[config.mk]
export PLATFORM = sky130hd
export DESIGN_NAME = seq_mac_unit
export DESIGN_NICKNAME = d
export VERILOG_FILES = /design/src/rtl/mac_pkg.sv /design/src/rtl/seq_mul_core.sv /design/src/rtl/seq_mac_unit.sv
export SDC_FILE = /design/constraint.sdc
export NUM_CORES = 1
export LEC_CHECK = 0
export ABC_AREA = 0
export CAP_MARGIN = 0
export CELL_PAD_IN_SITES_DETAIL_PLACEMENT = 1
export CELL_PAD_IN_SITES_GLOBAL_PLACEMENT = 2
export CORE_MARGIN = 1
export CORE_UTILIZATION = 35
export DETAILED_ROUTE_END_ITERATION = 10
export DONT_BUFFER_PORTS = 1
export PLACE_DENSITY_LB_ADDON = 0.1
export SLEW_MARGIN = 20
export SYNTH_ARGS = -nofsm -noshare
export SYNTH_HDL_FRONTEND = slang
export SYNTH_SLANG_ARGS = --single-unit
[constraint.sdc]
create_clock -name clk_i -period 2.8 [get_ports clk_i]
set_input_delay 0.14 -clock clk_i [delete_from_list [all_inputs] [get_ports clk_i]]
set_output_delay 0.14 -clock clk_i [all_outputs]
set_load 0.005 [all_outputs]
[src/rtl/mac_pkg.sv]
// Shared definitions for the sequential multiply-accumulate unit.
package mac_pkg;

   // Default operand and accumulator widths.
   localparam int DEF_WIDTH = 8;
   localparam int DEF_ACC_W = 20;

   // Controller state encoding.
   typedef enum logic [1:0] {
      S_IDLE = 2'd0,
      S_MUL  = 2'd1,
      S_ACC  = 2'd2,
      S_DONE = 2'd3
   } mac_state_e;

endpackage : mac_pkg

[src/rtl/seq_mul_core.sv]
// Shift-add multiplier datapath: operand registers, partial product and
// bit counter. One multiplier bit is consumed per step; the controller
// decides when to load and when to step.
module seq_mul_core
   import mac_pkg::*;
#(
   parameter int WIDTH = DEF_WIDTH
) (
   input  logic                 clk_i,
   input  logic                 nreset_i,
   input  logic                 load_i,
   input  logic                 step_i,
   input  logic [WIDTH-1:0]     a_i,
   input  logic [WIDTH-1:0]     b_i,
   output logic [2*WIDTH-1:0]   prod_o,
   output logic                 last_o
);

   localparam int PW    = 2 * WIDTH;
   localparam int CNT_W = $clog2(WIDTH) + 1;

   logic [WIDTH-1:0] a_q, a_d;
   logic [WIDTH-1:0] b_q, b_d;
   logic [PW-1:0]    pp_q, pp_d;
   logic [CNT_W-1:0] cnt_q, cnt_d;
   logic [WIDTH-1:0] b_sh;
   logic [PW-1:0]    a_sh;

   // Current multiplier bit and multiplicand aligned to that bit position.
   assign b_sh = b_q >> cnt_q;
   assign a_sh = {{WIDTH{1'b0}}, a_q} << cnt_q;

   // Next-state for operands, partial product and counter.
   always_comb begin
      a_d   = a_q;
      b_d   = b_q;
      pp_d  = pp_q;
      cnt_d = cnt_q;
      if (load_i) begin
         a_d   = a_i;
         b_d   = b_i;
         pp_d  = '0;
         cnt_d = '0;
      end else if (step_i) begin
         if (b_sh[0]) pp_d = pp_q + a_sh;
         cnt_d = cnt_q + 1'b1;
      end
   end

   // Datapath registers, cleared asynchronously.
   always_ff @(posedge clk_i or negedge nreset_i) begin
      if (!nreset_i) begin
         a_q   <= '0;
         b_q   <= '0;
         pp_q  <= '0;
         cnt_q <= '0;
      end else begin
         a_q   <= a_d;
         b_q   <= b_d;
         pp_q  <= pp_d;
         cnt_q <= cnt_d;
      end
   end

   assign prod_o = pp_q;
   // The step taken while this is high consumes the top multiplier bit.
   assign last_o = (cnt_q == CNT_W'(WIDTH - 1));

endmodule : seq_mul_core

[src/rtl/seq_mac_unit.sv]
// Sequential multiply-accumulate: controller FSM and wrapping accumulator
// around a shift-add multiplier core. One op every WIDTH+2 cycles.
module seq_mac_unit
   import mac_pkg::*;
#(
   parameter int WIDTH = DEF_WIDTH,
   parameter int ACC_W = DEF_ACC_W
) (
   input  logic              clk_i,
   input  logic              nreset_i,
   input  logic              start_i,
   input  logic              clear_i,
   input  logic [WIDTH-1:0]  a_i,
   input  logic [WIDTH-1:0]  b_i,
   output logic [ACC_W-1:0]  acc_o,
   output logic              busy_o,
   output logic              done_o,
   output logic              ovf_o
);

   mac_state_e         state_q, state_d;
   logic [ACC_W-1:0]   acc_q, acc_d;
   logic               ovf_q, ovf_d;
   logic               busy_q, busy_d;
   logic               done_q, done_d;
   logic               load;
   logic               last;
   logic [2*WIDTH-1:0] prod;
   logic [ACC_W:0]     sum;

   seq_mul_core #(.WIDTH(WIDTH)) u_core (
      .clk_i    (clk_i),
      .nreset_i (nreset_i),
      .load_i   (load),
      .step_i   (state_q == S_MUL),
      .a_i      (a_i),
      .b_i      (b_i),
      .prod_o   (prod),
      .last_o   (last)
   );

   // Extra top bit of the sum is the carry that raises the sticky overflow.
   assign sum = {1'b0, acc_q} + {{(ACC_W + 1 - 2*WIDTH){1'b0}}, prod};

   // Next state, accumulator update and output decode. Clear and start are
   // only honoured between operations; clear is applied before the new op
   // accumulates, so clear+start yields the product alone.
   always_comb begin
      state_d = state_q;
      acc_d   = acc_q;
      ovf_d   = ovf_q;
      load    = 1'b0;
      case (state_q)
         S_IDLE, S_DONE: begin
            if (clear_i) begin
               acc_d = '0;
               ovf_d = 1'b0;
            end
            if (start_i) begin
               load    = 1'b1;
               state_d = S_MUL;
            end else begin
               state_d = S_IDLE;
            end
         end
         S_MUL: if (last) state_d = S_ACC;
         S_ACC: begin
            acc_d   = sum[ACC_W-1:0];
            if (sum[ACC_W]) ovf_d = 1'b1;
            state_d = S_DONE;
         end
         default: state_d = S_IDLE;
      endcase
      busy_d = (state_d == S_MUL) || (state_d == S_ACC);
      done_d = (state_d == S_DONE);
   end

   // Controller state, accumulator and registered status outputs.
   always_ff @(posedge clk_i or negedge nreset_i) begin
      if (!nreset_i) begin
         state_q <= S_IDLE;
         acc_q   <= '0;
         ovf_q   <= 1'b0;
         busy_q  <= 1'b0;
         done_q  <= 1'b0;
      end else begin
         state_q <= state_d;
         acc_q   <= acc_d;
         ovf_q   <= ovf_d;
         busy_q  <= busy_d;
         done_q  <= done_d;
      end
   end

   assign acc_o  = acc_q;
   assign ovf_o  = ovf_q;
   assign busy_o = busy_q;
   assign done_o = done_q;

endmodule : seq_mac_unit
== After elaboration in Yosys (flattened, before gate mapping) ==
Index checks and enable logic that the tools add are counted.

* Register bits after elaboration: 61
* Bits of input ports: 20
* Output and inout bits: 23
* Logic and storage cells: 47

* $add $sub $neg: 3
* Eq/ne operators: 9
* Shifts and indexed selects: 2
* Muxes and demuxes: 15
* Reductions and logical operators: 9

{| class="wikitable"
|+ Operator list
! cell !! count
|-
| 16-bit two-way mux || 3
|-
| 20-bit case mux with 2 select lines || 1
|-
| 20-bit by 16-bit adder with 21-bit output || 1
|-
| 20-bit two-way mux || 1
|-
| 16-bit adder || 1
|-
| 8-bit by 4-bit << shifter with 16-bit output || 1
|-
| 2-bit equality test, second input constant || 4
|-
| 4-bit two-way mux || 2
|-
| 8-bit by 4-bit right shift with 1-bit output || 1
|-
| 2-bit case mux with 3 select lines || 1
|-
| 2-bit nonzero test || 3
|-
| 1-bit two-way mux || 5
|-
| 4-bit by 1-bit adder with 4-bit output, second input constant || 1
|-
| 2-bit by 1-bit equality test with 1-bit output, second input constant || 2
|-
| 4-bit by 3-bit equality test with 1-bit output, second input constant || 1
|-
| 2-bit inequality test, second input constant || 2
|-
| 2-bit AND reduction || 2
|-
| 3-bit AND reduction || 1
|-
| 2-bit zero test || 1
|-
| 2-bit two-way mux || 1
|-
| 1-bit case mux with 2 select lines || 1
|-
| 2-bit OR reduction || 1
|-
| 1-bit logical OR || 1
|}

== Depth between registers and ports, before layout ==
* Depth after elaboration: 5
* Mapped depth: 15
* Gate-level depth less buffers: 13

== By module ==
A second synthesis with hierarchy kept.

* Cells, all modules: 480
* Area, all modules: 4430.5 µm²

{| class="wikitable"
|+ Modules (own cells, without submodules)
! module !! instances !! cells an instance !! area an instance (µm²) !! sequential area each (µm²)
|-
| seq_mul_core || 1 || 276 || 2591.2 || 900.9
|-
| seq_mac_unit || 1 || 204 || 1839.3 || 625.6
|}

== Worst setup path before layout ==
OpenSTA, ideal clock, no wires.

* Path kind: register to register
* From: reg u_core.cnt_q[0]
* To: reg u_core.pp_q[13] (netlist: u_core.prod_o[13])
* Setup time: 120 ps
* Data arrival time: 2774 ps
* Required time: 2680 ps
* Path slack: -94 ps
* Cell stages (with the launch flop): 13
* Buffers on the path: 3
* Period minus slack after synthesis: 2894 ps
* Cell sequence: dfrtp_1 > buf_4 > clkbuf_1 > mux2_2 > a31oi_1 > o32ai_1 > ha_1 > clkbuf_1 > nand4_1 > and3_1 > a311oi_1 > mux2i_1 > nor2_1

* Cells in the longest elaborated chain, start to end: 5
* Elaborated cells between the ends (all ways): 8
* Those cells by class: add/sub: 1; shift: 2; mux: 3; reduce/logical: 2

{| class="wikitable"
|+ RTL lines
! element !! RTL line !! source
|-
| start: declaration || seq_mul_core.sv:25 || <nowiki>logic [CNT_W-1:0] cnt_q, cnt_d;</nowiki>
|-
| start signal: assignment || seq_mul_core.sv:61 || <nowiki>cnt_q <= cnt_d;</nowiki>
|-
| 8-bit by 4-bit << shifter with 16-bit output || seq_mul_core.sv:31 || <nowiki>assign a_sh = {{WIDTH{1'b0}}, a_q} << cnt_q;</nowiki>
|-
| 16-bit adder || seq_mul_core.sv:45 || <nowiki>if (b_sh[0]) pp_d = pp_q + a_sh;</nowiki>
|-
| 16-bit two-way mux || seq_mul_core.sv:45 ||
|-
| 16-bit two-way mux || seq_mul_core.sv:44 || <nowiki>end else if (step_i) begin</nowiki>
|-
| 16-bit two-way mux || seq_mul_core.sv:39 || <nowiki>if (load_i) begin</nowiki>
|-
| end signal: assignment || seq_mul_core.sv:60 || <nowiki>pp_q <= pp_d;</nowiki>
|-
| end: declaration || seq_mul_core.sv:24 || <nowiki>logic [PW-1:0] pp_q, pp_d;</nowiki>
|}

Parallel ways exist; a longest one is shown, timed or not. The select of a mux whose other input is x is not followed.
A chain may end at the register's enable or synchronous reset.

== Worst setup path in the final report ==
* From: reg u_core.cnt_q[1]
* To: reg u_core.pp_q[13] (netlist: u_core.prod_o[13])

The elaborated chain is that of the path after synthesis.

==> summary.txt <==
Outcome
  • Status: finished with violations
  • Failing checks: negative setup slack

Global routing
  • Largest net degree at the start of global routing: 62
  • Total GRT Usage: 22.43%
  • Vias in the first global route: 4,411
  • Congestion Overflow GR: 0
  • First-pass GRT wire length: 22,600 um
  • Initial antenna violation count: 0

Worst setup path
  • CP arrival: 3.06 ns
  • Crit Reg-Reg Endpoint: u_core.prod_o[13]
  • Critical Path RT: 3.01 ns
  • Worst Setup Path Type: reg -> reg
  • Reg2reg start: u_core.cnt_q[1]
  • R2R Setup Slk: -0.04 ns
  • CP endpoint kind: flip-flop
  • Element type at the critical path start: flip-flop
  • Setup crit start: u_core.cnt_q[1]
  • Reg2Reg Depth: 13
  • Worst Path Max Fanout: 7

Logic synthesis
  • Top FF cell, synth: dfrtp_1
  • Flops & latches, synth: 61
  • Netlist Area Pre-Place: 4469 sq um
  • Synth unique cells: 53
  • Sequential area share after synthesis: 34.15%
  • Synthesized Nets: 588
  • Synthesized area per cell: 8.417 sq um
  • Syn Inst Count: 531
  • EDFF count, synth: 0
  • Synthesis warning total: 0
  • Asr flop ratio synth: 100.0%

Cells and area
  • Antenna cell count: 0
  • Fillers: 1,420
  • Layout Nets: 659
  • Layout cell share with drive strength beyond 1: 25.70%
  • Register area: 1529 sq um
  • Final cell count without fillers: 775
  • Most frequent cells in the layout: nand2_1, buf_4, dfrtp_1
  • Most common cell after layout, fill and taps aside: nand2_1
  • Post-route cell area: 5987 sq um
  • Area grow syn2layout: 33.96%
  • Area of the multi-input gates: 3149 sq um

Detailed routing
  • DR iter-0 viols: 193
  • Wire per inst: 18.31 um
  • DRC: 0
  • Detailed Route WL: 14,190 um
  • Remaining antenna violation count: 0
  • Drt pass-1 iters: 4
  • DR vias: 4,225
  • Post-DR vias/cell: 5.452

Floorplanning
  • Die X-Extent: 115 um
  • Die area: 13,230 sq um
  • Die Y: 115 um
  • Core Box Area: 12,210 sq um
  • I/O Pins: 43
  • Initial Util: 36.60%
  • Core Rows: 40

Worst hold path
  • Hold Path Sink: acc_o[1]
  • HP Start: clear_i
  • Type of the worst min-delay path: in -> reg
  • Hold depth: 2

Timing
  • Slew margin rel.: 54.22%
  • Final slew viol count: 0
  • Clock skew: 0.01123 ns
  • Worst Tran Pin Value: 0.6850 ns
  • Post-route worst setup slack: -0.04394 ns
  • RSZ-0062 raised after global routing: true
  • Setup-failing EPs final: 3
  • Tmin final: 2.844 ns
  • Period utilization: 101.6%
  • Final hold vios: 0
  • Peak Freq: 351.6 MHz

Placement
  • Port bufs: 0
  • Placed Area: 4916 sq um
  • Routability congestion estimate: 0.8427
  • DP HPWL: 10,010 um
  • Placed cell count: 719

CTS
  • CTS tree: yes
  • H-Tree Depth: 3
  • CTS clock-pin slew for the worst setup and hold paths: 0.06 ns
  • TritonCTS Buffers: 9
  • CTS Sinks: 61
  • Clk root buf: clkbuf_16
  • Clock latency at the later pin of the worst-skew pair: 0.34 ns
  • Clk buf depth: 2

Pwr
  • PwrDens: 987.2 nW/um^2
  • Clock share of power: 21.3%
  • Pleak: 2.759 nW
  • Combinational power share: 54.2%
  • Internal power: 3.509 mW
  • Flop pwr share: 24.6%
  • Switch Pwr: 2.402 mW
  • Peak VDD IR: 0.4346 mV
  • Net Sw Frac: 40.63%

Run
  • Max Cap Violations: 0
[through the flow]
stage | setup TNS, ns | power (mW) | setup WS (ns) | util [%] | hold slack (ns)
6_report | -0.1180 | 5.911 | -0.04394 | 49.03 | 0.1217
5_1_grt | -1.034 | 6.367 | -0.1887 | 49.03 | 0.1283
4_1_cts | -0.01875 | 5.465 | -0.01439 | 46.20 | 0.1272
3_5_place_dp | -1.321 | 3.974 | -0.2583 | 40.26 | -0.1541
3_3_place_gp | -0.4354 | 3.899 | -0.1227 | 40.26 | -0.1542
2_1_floorplan | 0 | 3.105 | 0.02842 | - | -0.1556
[metal layers]
| metal | part of all wire [%] | up-vias | GRT usage, % |
|---|---|---|---|
| li1 | - | 2038 | - |
| met1 | 45 | 2113 | 28.74 |
| met2 | 51 | 54 | 38.67 |
| met3 | 2.3 | 20 | 3.426 |
| met4 | 1.7 | 0 | 7.359 |
| met5 | 0 | - | 0 |
[sequential cells by signal, indices dropped and copies added, names as in the netlist]
name,count
u_core.prod_o,16
state_q,2
u_core.b_q,8
done_o,1
busy_o,1
ovf_o,1
acc_o,20
u_core.a_q,8
u_core.cnt_q,4
[synthesized netlist by cell type, types with 4 or more instances]
cell	number	area, sq um
nand2_1	99	371.6
dfrtp_1	61	1526
nor2_1	51	191.4
o21ai_0	37	185.2
ha_1	35	437.9
a21oi_1	33	165.2
mux2i_1	23	230.2
clkbuf_1	18	67.56
inv_1	14	52.55
nor3_1	11	55.05
o21a_1	11	82.58
nand3_1	10	50.05
a21o_1	9	67.56
and3_1	8	50.05
nor2b_1	8	50.05
xnor2_1	8	70.07
a211oi_1	7	52.55
a31oi_1	7	43.79
xor2_1	7	61.31
mux2_2	6	67.56
nand2b_1	6	37.54
o31ai_1	6	45.04
o21bai_1	5	37.54
a22o_1	4	35.03
buf_2	4	20.02
nand4_1	4	25.02
[logic make-up (layout without fill, tap and decap cells)]
family	after synthesis	after routing	synth area share, %
fa+ha+maj	37	37	10.69
compound gates	141	141	20.83
mux	31	31	7.671
simple gates	208	208	20.33
xor+xnor	15	15	2.940
flops	61	61	34.15
buf+inv	38	114	3.387
[cell type report]
cell class,instances,area share [%]
Timing Repair Buffer,84,11.89
Multi-Input combinational cell,432,52.60
Tap cell,168,3.511
Clock buffer,11,4.222
Sequential cell,61,25.54
Clock inverter,5,1.358
Inverter,14,0.8777
[timing repair]
action / CTS / global route
gates cloned: 0 / 0
resized for setup: 27 / 66
setup endpoints to repair: 9 / 11
pin swaps: 14 / 35
setup buffers: 11 / 13
hold buffers: 18 / 0
endpoints found under the hold margin: 77 / 0
[how the worst max path moves through the flow]
stage | to | slack [ns] | cells after the start
floorplan | u_core.prod_o[13] | 0.03 | 12
global placement | u_core.prod_o[13] | -0.12 | 12
detailed placement | u_core.prod_o[13] | -0.26 | 12
CTS | u_core.prod_o[10] | -0.01 | 12
global route | u_core.prod_o[13] | -0.19 | 11
finish | u_core.prod_o[13] | -0.04 | 13
[critical path, cell delays in order (launching register included)]
cell and delay (ns):
dfrtp_2 0.48, mux2i_2 0.18, buf_4 0.14, mux2_4 0.27, nor2_1 0.15, a21oi_2 0.06
nor2_1 0.11, ha_1 0.24, a21o_1 0.21, a31oi_4 0.11, and3_4 0.19, a311oi_4 0.30
mux2i_1 0.22, nor2_1 0.05
[power by group through the flow]
stage	clock network [mW]	registers [mW]	logic [mW]
after global routing	1.33	1.49	3.55
after detailed placement	0	1.46	2.52
after CTS	1.28	1.44	2.73
after global placement	0	1.45	2.45
final	1.26	1.45	3.20
after floorplan	0	1.31	1.79
(Power assumes the default switching activity.)
